## src/rtl/dp_sequencer.sv

```systemverilog
// Micro-command sequencer for the RA/RB/RZ adder datapath: accepts LDA/MOVAB/ADD/ACC
// commands over a ready/start handshake and steps the register strobes until done.
module dp_sequencer #(
    parameter int DATA_W = 8,
    parameter int CNT_W  = 4
) (
    input  logic              clock,
    input  logic              clear,
    input  logic              start,
    input  logic [1:0]        op,
    input  logic [DATA_W-1:0] imm_in,
    input  logic [CNT_W-1:0]  cnt_in,
    input  logic              abort,
    output logic              ready,
    output logic              done,
    output logic [DATA_W-1:0] RegisterAImmediate,
    output logic              RAin,
    output logic              RBin,
    output logic              RZin,
    output logic              RAout,
    output logic              RBout,
    output logic              RZout
);

    typedef enum logic [2:0] {
        IDLE,
        LOAD,
        MOVE,
        ADD,
        ACC_Z,
        ACC_B,
        DONE
    } state_t;

    state_t            state;
    state_t            state_nxt;
    logic [CNT_W-1:0]  cnt;
    logic [CNT_W-1:0]  cnt_nxt;

    always_ff @(posedge clock or negedge clear) begin
        if (!clear) begin
            state              <= IDLE;
            cnt                <= '0;
            RegisterAImmediate <= '0;
        end else begin
            state <= state_nxt;
            cnt   <= cnt_nxt;
            if (ready && start) begin
                RegisterAImmediate <= imm_in;
            end
        end
    end

    // Strobes depend only on the state register; start/abort only steer the next state.
    always_comb begin
        state_nxt = state;
        cnt_nxt   = cnt;
        ready     = 1'b0;
        done      = 1'b0;
        RAin      = 1'b0;
        RBin      = 1'b0;
        RZin      = 1'b0;
        RAout     = 1'b0;
        RBout     = 1'b0;
        RZout     = 1'b0;
        case (state)
            IDLE: begin
                ready = 1'b1;
                if (start) begin
                    case (op)
                        2'b00: state_nxt = LOAD;
                        2'b01: state_nxt = MOVE;
                        2'b10: state_nxt = ADD;
                        default: begin
                            cnt_nxt   = cnt_in;
                            state_nxt = (cnt_in != '0) ? ACC_Z : DONE;
                        end
                    endcase
                end
            end
            LOAD: begin
                RAin      = 1'b1;
                state_nxt = abort ? IDLE : DONE;
            end
            MOVE: begin
                RAout     = 1'b1;
                RBin      = 1'b1;
                state_nxt = abort ? IDLE : DONE;
            end
            ADD: begin
                RBout     = 1'b1;
                RZin      = 1'b1;
                state_nxt = abort ? IDLE : DONE;
            end
            ACC_Z: begin
                RBout     = 1'b1;
                RZin      = 1'b1;
                state_nxt = abort ? IDLE : ACC_B;
            end
            ACC_B: begin
                RZout = 1'b1;
                RBin  = 1'b1;
                if (abort) begin
                    state_nxt = IDLE;
                end else begin
                    // The count is at least 1 here; the guard keeps it from ever wrapping.
                    if (cnt != '0) begin
                        cnt_nxt = cnt - CNT_W'(1);
                    end
                    state_nxt = (cnt > CNT_W'(1)) ? ACC_Z : DONE;
                end
            end
            DONE: begin
                done      = 1'b1;
                state_nxt = IDLE;
            end
            default: state_nxt = IDLE;
        endcase
    end

endmodule

```

## config.mk

```make
export PLATFORM = sky130hd
export DESIGN_NAME = dp_sequencer
export DESIGN_NICKNAME = d
export VERILOG_FILES = /design/src/rtl/dp_sequencer.sv
export SDC_FILE = /design/constraint.sdc
export NUM_CORES = 1
export LEC_CHECK = 0
export CAP_MARGIN = 20
export CORE_ASPECT_RATIO = 0.7
export CORE_MARGIN = 2
export CORE_UTILIZATION = 47
export DETAILED_ROUTE_END_ITERATION = 10
export PLACE_DENSITY = 0.92
export SYNTH_ARGS = -nofsm -noshare
export SYNTH_HDL_FRONTEND = slang
export SYNTH_SLANG_ARGS = --single-unit
```

## constraint.sdc

```tcl
create_clock -name clock -period 4.6 [get_ports clock]
set_input_delay 0.92 -clock clock [delete_from_list [all_inputs] [get_ports clock]]
set_output_delay 0.92 -clock clock [all_outputs]
set_load 0.005 [all_outputs]
```

; Yosys cells after proc, flatten, opt, wreduce, memory -nomap -nowiden
; Cells that the tools add are included.
[word_totals]
regBits = 15
word_cells = 48
output_inout_bits = 16
mem_bits_ro = 0
mem_count = 0
ram_bits = 0
latch_bits = 0
[classes]
n_eq_ne = 12
n_reduce_logical = 11
n_lt_le_gt_ge = 1
mux = 20
shifts = 0
n_bitwise = 0
mul = 0
div = 0
add_sub_neg = 1
[ops]
columns = operator, count
row1 = 4-bit 2-to-1 mux, 4
row2 = 3-bit 2-to-1 mux, 4
row3 = 3-bit one-hot mux with 4 select lines, 1
row4 = 3-bit equality test (second input constant), 3
row5 = 3-bit one-hot mux with 3 select lines, 1
row6 = 2-bit inequality test (second input constant), 4
row7 = 4-bit one-hot mux with 2 select lines, 1
row8 = 4-bit nonzero test, 2
row9 = 1-bit 2-to-1 mux, 7
row10 = 3-bit by 2-bit equality test with 1-bit output (second input constant), 2
row11 = 3-bit OR reduction, 2
row12 = 5-bit AND reduction, 1
row13 = 4-bit by 1-bit > comparator with 1-bit output (second input constant), 1
row14 = 2-bit 2-to-1 mux, 2
row15 = 2-bit OR reduction, 2
row16 = 4-bit by 1-bit subtractor with 4-bit output (second input constant), 1
row17 = 3-bit by 1-bit equality test with 1-bit output (second input constant), 1
row18 = 3-bit logical NOT, 1
row19 = 2-bit by 1-bit equality test with 1-bit output (second input constant), 1
row20 = 2-bit equality test (second input constant), 1
row21 = 2-bit logical NOT, 1
row22 = 2-bit nonzero test, 1
row23 = 1-bit logical AND, 1

; Logic depth before layout (Yosys ltp)
; Gate-level depths: netlist of run 1.
[logic_depth]
ltp_word = 5
mapped_depth = 7

; Worst setup path after synthesis of run 1
; No wires, ideal clock.
[synth_timing]
path_type = in2reg
startpoint = in op[0]
endpoint = reg cnt[1]
stages = 5
slack_ps = 2427
setup_ps = 125
t_required_ps = 4475
arrival_ps = 2048
path_cell_list = ha_1 or4b_4 o31ai_4 nand2_4 mux2_4
[synth_via]
elab_chain_cells = 4
elab_cells_between_ends = 6
classes_between = eq/ne: 3 / reduce/logical: 3
[synth_lines]
columns = item, line_no
row1 = from (decl), 10  ; input logic [1:0] op,
row2 = 2-bit equality test (tied with other cells), 70  ; case (op)
row3 = 3-bit OR reduction (no source line) *, n/a
row4 = 2-bit inequality test (no source line) *, n/a
row5 = 5-bit AND reduction (no source line) *, n/a
row6 = to (signal assigned), 47  ; cnt <= cnt_nxt;
row7 = to (decl), 37  ; logic [CNT_W-1:0] cnt;
; Every way passes the cells marked *; elsewhere a longest branch is shown, timed or not.
; A chain may end at the register's enable or synchronous reset.

; Final worst setup path of run 1
[layout_timing]
startpoint = reg state[1]
endpoint = out RZout
[layout_via]
elab_chain_cells = 2
[layout_lines]
columns = item, line_no
row1 = from (decl), 35  ; state_t state;
row2 = from (signal assigned), 46  ; state <= state_nxt;
row3 = 3-bit equality test, 66  ; case (state)
row4 = 1-bit 2-to-1 mux, 66
row5 = to (decl), 22  ; output logic RZout
; No other way between the ends.

==> results.md, run 1 <==
* Post-CTS sizing at 0
* Wire per inst at 13.7 um
* Post-CTS Setup Bufs at 0
* Placed cell count at 140
* Crit-path cells: nand3b_2 -> inv_1 -> clkdlybuf4s50_1
* Fmax at 347 MHz
* Critical Path Max Stage Delay at 0.53 ns
* Worst Hold Launch: RegisterAImmediate[5]$_DFFE_PN0P_
* Max VDD drop at 0.000357 V
* Largest family of logic cells by synthesized area: simple AND/OR/NAND/NOR gates
* Filler cell count at 139
* Routed via count at 788
* Crit path required time at 3.68 ns
* Post-DP HPWL at 1.58 mm
* Hold_buf cts at 0
* Max FO, Critical Path at 13
* Synth Register Bits at 15
* CTS tree: yes
* Clock root cell: clkbuf_4
* Post-synth EDFFs at 0
* Endpoint class of the critical path: primary output
* Biggest area consumer among synthesized cells: dfrtp_1
* Fin cells at 144
* Cts bufs inserted at 3
* Io pins at 34
* Total GRT Usage at 0.182
* Post-synthesis xor/xnor area fraction at 0
* Cell Pwr Density at 561 mW/mm2
* Reg clk slew, reported paths at 0.08 ns
* Initial antenna violation count at 0
* Reg-to-reg startpoint: state[1]$_DFFE_PN0P_
* Switching power at 0.256 mW
* Crit path launch: state[1]$_DFFE_PN0P_
* Largest cells by area after synthesis: dfrtp_1, mux2_2, ha_1
* Tmin final at 2.88 ns
* Nets@finish at 147
* Fin. max-slew vios at 0
* Vias in the first global route at 696
* Congestion Overflow GR at 0
* Asr flop ratio synth at 1.00
* Core area at 0.00187 mm2
* Mux contribution to synthesized area at 0.124
* Hold Path Stages at 1
* Synth Area in Simple Gates at 0.175
* CP max-delay cell: dfrtp_1
* Internal Power at 0.468 mW
* Max-cap viol count at 0
* RSZ-0062 raised after global routing: false
* Syn Inst Count at 91
* Layout cells sized above 1 at 0.156
* Setup slack, reg-to-reg at 2.75 ns
* WHS Endpoint: RegisterAImmediate[5]$_DFFE_PN0P_
* Area of the mapped netlist at 937 um2
* Drt pass-1 iters at 3
* Clk buf depth at 2
* Crit path kind: reg2out
* Seq/Total Area, Yosys at 0.401
* DRC viols at 0
* Clk pwr share at 0.096
* Slew margin rel. at 0.591
* Worst-margin pin slew at 0.612 ns
* Die area at 0.00237 mm2
* Die width at 57.4 um
* Netlist cell types at 33
* Synth-to-Final Area Change at 37.5%
* Final antenna-violating net count at 0
* Final Hold Fails at 0
* Worst-skew pair later-pin latency at 0.27 ns
* Fin Hold WS at 0.510 ns
* Top-area cell type share of the netlist area at 0.401
* Yosys warning total at 0
* Setup Skew at 0.00438 ns
* Final WL at 1.97 mm
* Synth Area in Compound Gates at 0.156
* Switching share of power at 0.353
* H-tree Lvls at 1
* PortBufs at 33
* First-pass GRT wire length at 3.22 mm
* Commonest cells in the netlist: dfrtp_1, mux2_2, o21ai_0
* Die H at 41.4 um
* Post-synthesis adder-cell area fraction at 0.0801
* Status: complete, no violations
* DR iter-0 viols at 18
* Initial Util at 0.501
* Tightest Hold Check Type: reg2reg
* Avg Cell Area, Syn at 10.3 um2
* Post-synth net total at 115
* Diodes inserted at 0
* Worst Setup Start Kind: flip-flop
* Critical Path AT at 1.96 ns
* Clock sink count at 15
* Final period utilization at 0.626
* Row count at 13
* Gpl congestion at 0.867
* Worst R2R End: cnt[1]$_DFFE_PN0P_
* Most used DFF post-synth: dfrtp_1
* Pin count of the biggest net entering global routing at 16
* Endpoints failing setup at 0
* Leakage at 0.552 nW
* Reg2Reg Depth at 4
* Logic pwr share at 0.531
* Post-route setup TNS at 0 ns
* Most frequent cell after synthesis: dfrtp_1
* Flop pwr share at 0.373
* Drt via density at 5.47
routing by layer:
metal  GRT usage  vias to the layer above  routed length, um
met2       0.307                       32                861
met1       0.243                      367                960
met4      0.0698                        0                 14
li1            -                      387                  -
met3      0.0340                        2                131
met5           0                        -                  0
worst max-delay path, delay by kind of cell, from the launching register on:
kind	cells	cell delay, ns
flip-flops	1	0.53
AND/OR/NAND/NOR	1	0.44
buffers and inverters	2	0.73
metrics by stage:
| stage | cell area [um2] | power (mW) | util | setup slack, ns |
|---|---|---|---|---|
| 2_1_floorplan | 937 | 0.480 | - | 2.43 |
| 3_3_place_gp | 1260 | 0.640 | 0.674 | 1.88 |
| 3_5_place_dp | 1260 | 0.656 | 0.674 | 1.79 |
| 4_1_cts | 1290 | 0.727 | 0.689 | 1.74 |
| 5_1_grt | 1290 | 0.783 | 0.689 | 1.60 |
| 6_report | 1290 | 0.723 | 0.689 | 1.72 |
state kept, by name, indices dropped and copies added, names as in the netlist:
register	flops
RegisterAImmediate	8
cnt	4
state	3
cell type report:
class | instances | area, um2 | share of cell area
Clock buffer | 3 | 22.5 | 0.0175
Tap cell | 22 | 27.5 | 0.0214
Clock inverter | 1 | 5.00 | 0.00388
Timing Repair Buffer | 33 | 330 | 0.256
Multi-Input combinational cell | 63 | 502 | 0.389
Inverter | 7 | 26.3 | 0.0204
Sequential cell | 15 | 375 | 0.291
how the worst max path moves through the flow:
stage                         endpoint  slack, ns  cells after the start
global route                     RZout       1.60                      3
floorplan           cnt[1]$_DFFE_PN0P_       2.43                      5
detailed placement  cnt[1]$_DFFE_PN0P_       1.79                      6
global placement    cnt[1]$_DFFE_PN0P_       1.88                      6
finish                           RZout       1.72                      3
CTS                              RZout       1.74                      3
kinds of logic after synthesis:
group,Yosys count
fa+ha+maj,6
mux,10
simple gates,27
compound gates,20
buf+inv,13
flops,15
power groups by stage:
| stage | Clock (mW) | Combinational (mW) | Sequential [mW] |
|---|---|---|---|
| finish | 0.0691 | 0.384 | 0.270 |
| global route | 0.0794 | 0.423 | 0.281 |
| CTS | 0.0722 | 0.388 | 0.267 |
| detailed placement | 0 | 0.389 | 0.268 |
| global placement | 0 | 0.376 | 0.264 |
| floorplan | 0 | 0.241 | 0.239 |
cells in the final DEF, fill, tap and decap left out, drive strengths merged:
cell,count
o211ai,1
and2,1
nand4,1
nor3,4
o21ai,9
a32oi,1
nand2b,2
a2bb2oi,1
nand3,1
o32ai,1
clkdlybuf4s50,33
o41ai,1
nor4,1
clkinv,1
or4b,1
or4,1
a22o,1
o31ai,1
clkbuf,3
nor2,7
a21oi,1
a21o,1
mux2,10
nand3b,1
inv,7
o31a,1
nand2,4
nor3b,3
dfrtp,15
ha,6
a22oi,1
Note: power is estimated with default switching activity, not from simulation.
==> run 2: changes to the inputs <==
--- a/config.mk
+++ b/config.mk
@@ -8,9 +8,9 @@
 export CAP_MARGIN = 20
 export CORE_ASPECT_RATIO = 0.7
 export CORE_MARGIN = 2
-export CORE_UTILIZATION = 47
+export CORE_UTILIZATION = 43
 export DETAILED_ROUTE_END_ITERATION = 10
-export PLACE_DENSITY = 0.92
+export PLACE_DENSITY = 0.86
 export SYNTH_ARGS = -nofsm -noshare
 export SYNTH_HDL_FRONTEND = slang
 export SYNTH_SLANG_ARGS = --single-unit
==> constraint.sdc (replaced) <==
create_clock -name clock -period 2.85 [get_ports clock]
set_input_delay 0.57 -clock clock [delete_from_list [all_inputs] [get_ports clock]]
set_output_delay 0.57 -clock clock [all_outputs]
set_load 0.005 [all_outputs]
==> results.md, run 2 (synthesized netlist as in run 1, its figures left out) <==
* Worst-skew pair later-pin latency at 0.29 ns
* Reg2Reg Depth at 4
* Fin. max-slew vios at 0
* Critical Path AT at 1.92 ns
* WP buf/inv at 2
* Largest regs: RegisterAImmediate (8), cnt (4), state (3)
* H-tree Lvls at 1
* Max FO, Critical Path at 13
* CP endpoint: RZout
* Hold_buf cts at 0
* Switching power at 0.423 mW
* Pin count of the biggest net entering global routing at 16
* Layout cells sized above 1 at 0.156
* Final WL at 2.02 mm
* Max-cap viol count at 0
* Tightest Hold Check Type: reg2reg
* Crit path launch: state[1]$_DFFE_PN0P_
* Worst-margin pin slew at 0.652 ns
* Worst Setup Start Kind: flip-flop
* Clock sink count at 15
* Cts bufs inserted at 3
* Logic pwr share at 0.531
* Reg-to-reg startpoint: state[1]$_DFFE_PN0P_
* Initial Util at 0.446
* First-pass GRT wire length at 3.57 mm
* Total GRT Usage at 0.190
* Setup slack, reg-to-reg at 1.03 ns
* Initial antenna violation count at 0
* Max VDD drop at 0.000274 V
* Commonest non-fill, non-tap cell in the layout: clkdlybuf4s50_1
* Clk pwr share at 0.103
* Worst R2R End: cnt[1]$_DFFE_PN0P_
* Congestion Overflow GR at 0
* Core area at 0.00210 mm2
* Nets@finish at 147
* Slew margin rel. at 0.564
* RSZ-0062 raised after global routing: false
* Diodes inserted at 0
* Crit path required time at 2.28 ns
* Vias in the first global route at 801
* Row count at 14
* Cell Pwr Density at 913 mW/mm2
* Max FFs per register at 8
* Final Hold Fails at 0
* Tmin final at 2.49 ns
* Wire per inst at 13.9 um
* Post-CTS sizing at 0
* Worst Hold Launch: RegisterAImmediate[4]$_DFFE_PN0P_
* Post-route setup TNS at 0 ns
* Die area at 0.00257 mm2
* Die width at 59.8 um
* Critical Path Max Stage Delay at 0.52 ns
* DR iter-0 viols at 24
* Clock root cell: clkbuf_4
* Flop pwr share at 0.366
* Leakage at 0.552 nW
* Crit path kind: reg2out
* Reg clk slew, reported paths at 0.08 ns
* Synth-to-Final Area Change at 37.8%
* PortBufs at 33
* Routed via count at 800
* CTS tree: yes
* WP depth at 3
* Filler cell count at 186
* Gpl congestion at 0.773
* Fmax at 402 MHz
* Drt via density at 5.48
* Endpoint class of the critical path: primary output
* Crit-path cells: nand3b_2 -> inv_1 -> clkdlybuf4s50_1
* Io pins at 34
* Endpoints failing setup at 0
* DRC viols at 0
* Switching share of power at 0.359
* Fin Hold WS at 0.511 ns
* Most frequent cells in the layout: clkdlybuf4s50_1, dfrtp_1, o21ai_0, mux2_2
* Internal Power at 0.756 mW
* Status: complete, no violations
* Top reg by flops: RegisterAImmediate
* Final period utilization at 0.873
* Setup Skew at 0.00927 ns
* Clk buf depth at 2
* CP max-delay cell: dfrtp_1
* Die H at 43.1 um
* Post-DP HPWL at 1.60 mm
* Final antenna-violating net count at 0
* Drt pass-1 iters at 4
* Post-CTS Setup Bufs at 0
* Crit path max-delay family: buffers and inverters
==> run 2: how the worst min path moves through the flow <==
stage	end	slack, ns	depth (start not counted)
floorplan	RegisterAImmediate[0]$_DFFE_PN0P_	0.27	0
global placement	RegisterAImmediate[1]$_DFFE_PN0P_	0.49	1
detailed placement	RegisterAImmediate[4]$_DFFE_PN0P_	0.49	1
CTS	RegisterAImmediate[4]$_DFFE_PN0P_	0.51	1
global route	RegisterAImmediate[5]$_DFFE_PN0P_	0.53	1
finish	RegisterAImmediate[4]$_DFFE_PN0P_	0.51	1
==> run 2: final cells by class <==
class / instances / area (um2) / share of cell area
clock inverters: 1 / 5.00 / 0.00388
clock buffers: 3 / 22.5 / 0.0174
repair buffers: 33 / 330 / 0.256
inverters: 7 / 26.3 / 0.0203
well taps: 24 / 30.0 / 0.0233
multi-input cells: 63 / 502 / 0.389
flip-flops and latches: 15 / 375 / 0.291
==> run 2: worst register-to-register path, stage by stage, from the launching register on <==
cell and delay [ns]:
dfrtp_1 0.52, nand3b_2 0.42, o31ai_4 0.38, nand2_4 0.09
mux2_4 0.30
==> run 2: power by group through the flow <==
stage	Combinational, mW	Sequential, mW	Clock (mW)
3_5_place_dp	0.630	0.433	0
6_report	0.626	0.432	0.121
2_1_floorplan	0.389	0.386	0
3_3_place_gp	0.614	0.428	0
4_1_cts	0.631	0.430	0.127
5_1_grt	0.690	0.458	0.139
==> run 2: per-layer routing <==
layer	GRT usage	share of wire
met3	0.0823	0.079
met4	0.0400	0
met1	0.254	0.46
met5	0	0
met2	0.285	0.46
==> run 2: per-stage QoR <==
step	utilization	area (um2)	worst slack [ns]	power (mW)	cells
after floorplan	-	937	1.03	0.774	91
after global placement	0.601	1260	0.470	1.04	142
after detailed placement	0.601	1260	0.419	1.06	142
after CTS	0.614	1290	0.350	1.19	146
after global routing	0.614	1290	0.164	1.29	146
final	0.614	1290	0.363	1.18	146
==> run 3: changes to the inputs <==
--- a/config.mk
+++ b/config.mk
@@ -11,6 +11,7 @@
 export CORE_UTILIZATION = 43
 export DETAILED_ROUTE_END_ITERATION = 10
 export PLACE_DENSITY = 0.86
+export REMOVE_ABC_BUFFERS = 1
 export SYNTH_ARGS = -nofsm -noshare
 export SYNTH_HDL_FRONTEND = slang
 export SYNTH_SLANG_ARGS = --single-unit
==> results.md, run 3 (synthesized netlist as in run 1, its figures left out) <==
* Status: complete, no violations
* Endpoint class of the critical path: primary output
* Largest regs: RegisterAImmediate (8), cnt (4), state (3)
* Vias in the first global route at 808
* Fmax at 398 MHz
* Post-CTS sizing at 0
* Final Power at 1.19 mW
* Row count at 14
* Layout cells sized above 1 at 0.154
* RSZ-0062 raised after global routing: false
* Max VDD drop at 0.000296 V
* Clk buf depth at 2
* Post-route setup TNS at 0 ns
* Core area at 0.00210 mm2
* Critical Path AT at 1.94 ns
* Max-cap viol count at 0
* CTS tree: yes
* Max FFs per register at 8
* Critical Path Max Stage Delay at 0.52 ns
* Post-CTS Setup Bufs at 0
* PortBufs at 33
* Routed via count at 822
* Gpl congestion at 0.953
* H-tree Lvls at 1
* Post-DP HPWL at 1.65 mm
* Fin. max-slew vios at 0
* Hold_buf cts at 0
* Nets@finish at 148
* Top reg by flops: RegisterAImmediate
* Slew margin rel. at 0.578
* Congestion Overflow GR at 0
* M1 WL at 919 um
* Worst-margin pin slew at 0.631 ns
* Crit-path cells: nand3b_2 -> inv_1 -> clkdlybuf4s50_1
* Leakage at 0.555 nW
* Pin count of the biggest net entering global routing at 16
* Tmin final at 2.51 ns
* CP max-delay cell: dfrtp_1
* First-pass GRT wire length at 3.56 mm
* Worst Setup Start Kind: flip-flop
* Most frequent cells in the layout: clkdlybuf4s50_1, dfrtp_1, o21ai_0, mux2_2
* Tightest Hold Check Type: reg2reg
* Die area at 0.00257 mm2
* DR iter-0 viols at 16
* Clock root cell: clkbuf_4
* DRC viols at 0
* Worst-skew pair later-pin latency at 0.28 ns
* Initial Util at 0.446
* Cts bufs inserted at 3
* Final antenna-violating net count at 0
* Commonest non-fill, non-tap cell in the layout: clkdlybuf4s50_1
* Final Hold Fails at 0
* Wire per inst at 14.1 um
* Clock sink count at 15
* Endpoints failing setup at 0
* Met2 WL at 972 um
* Final WL at 2.08 mm
* Drt pass-1 iters at 4
* Final period utilization at 0.882
* Setup Skew at 0.00258 ns
* Die H at 43.1 um
* Die width at 59.8 um
* Top Metal Used: met4
* Crit path kind: reg2out
* Synth-to-Final Area Change at 38.5%
* Reg clk slew, reported paths at 0.08 ns
* Cell Pwr Density at 914 mW/mm2
* Total GRT Usage at 0.186
* Metal3 WL at 177 um
* Diodes inserted at 0
* Initial antenna violation count at 0
* Drt via density at 5.59
* Io pins at 34
* Max FO, Critical Path at 13
* Crit path required time at 2.28 ns
run 3: area by class of cell:
cell class / count / area (um2)
clock buffer: 4 / 26.3
fill: 190 / 805
inverter: 7 / 26.3
multi-input combinational: 63 / 502
sequential: 15 / 375
tap: 24 / 30.0
timing repair buffer: 34 / 338
run 3: per-layer routing:
layer,track usage,vias up
li1,-,389
met1,0.242,391
met2,0.293,40
met3,0.0610,2
met4,0.0533,0
met5,0,-
run 3: final timing paths:
kind	startpoint	to	slack [ns]	cells after the start
setup / recovery	state[1]$_DFFE_PN0P_	RZout	0.34	3
hold / removal	RegisterAImmediate[0]$_DFFE_PN0P_	RegisterAImmediate[0]$_DFFE_PN0P_	0.51	1
setup reg to reg	state[1]$_DFFE_PN0P_	cnt[1]$_DFFE_PN0P_	1.00	4
hold reg to reg	RegisterAImmediate[0]$_DFFE_PN0P_	RegisterAImmediate[0]$_DFFE_PN0P_	0.51	1
max in group asynchronous	clear	RegisterAImmediate[6]$_DFFE_PN0P_	1.77	1
min in group asynchronous	clear	RegisterAImmediate[7]$_DFFE_PN0P_	0.68	1
run 3: where the power goes:
| part | switching [mW] | leakage [nW] | internal, mW |
|---|---|---|---|
| logic | 0.262 | 0.357 | 0.395 |
| clock network | 0.0618 | 0.0150 | 0.0543 |
| registers | 0.0965 | 0.182 | 0.316 |
| total | 0.421 | 0.555 | 0.765 |
run 3: stage by stage:
stage | util | instances | worst slack [ns] | hold WS [ns] | instance area [um2]
after global routing | 0.617 | 147 | 0.217 | 0.522 | 1300
after CTS | 0.617 | 147 | 0.339 | 0.513 | 1300
final | 0.617 | 147 | 0.336 | 0.509 | 1300
after floorplan | - | 85 | 1.03 | 0.274 | 903
after detailed placement | 0.605 | 143 | 0.419 | 0.495 | 1270
after global placement | 0.605 | 143 | 0.468 | 0.487 | 1270
run 3: critical path, delay by kind of cell (launching register included):
family | cells | cell delay (ns)
buffers and inverters | 2 | 0.71
flip-flops | 1 | 0.52
AND/OR/NAND/NOR | 1 | 0.44
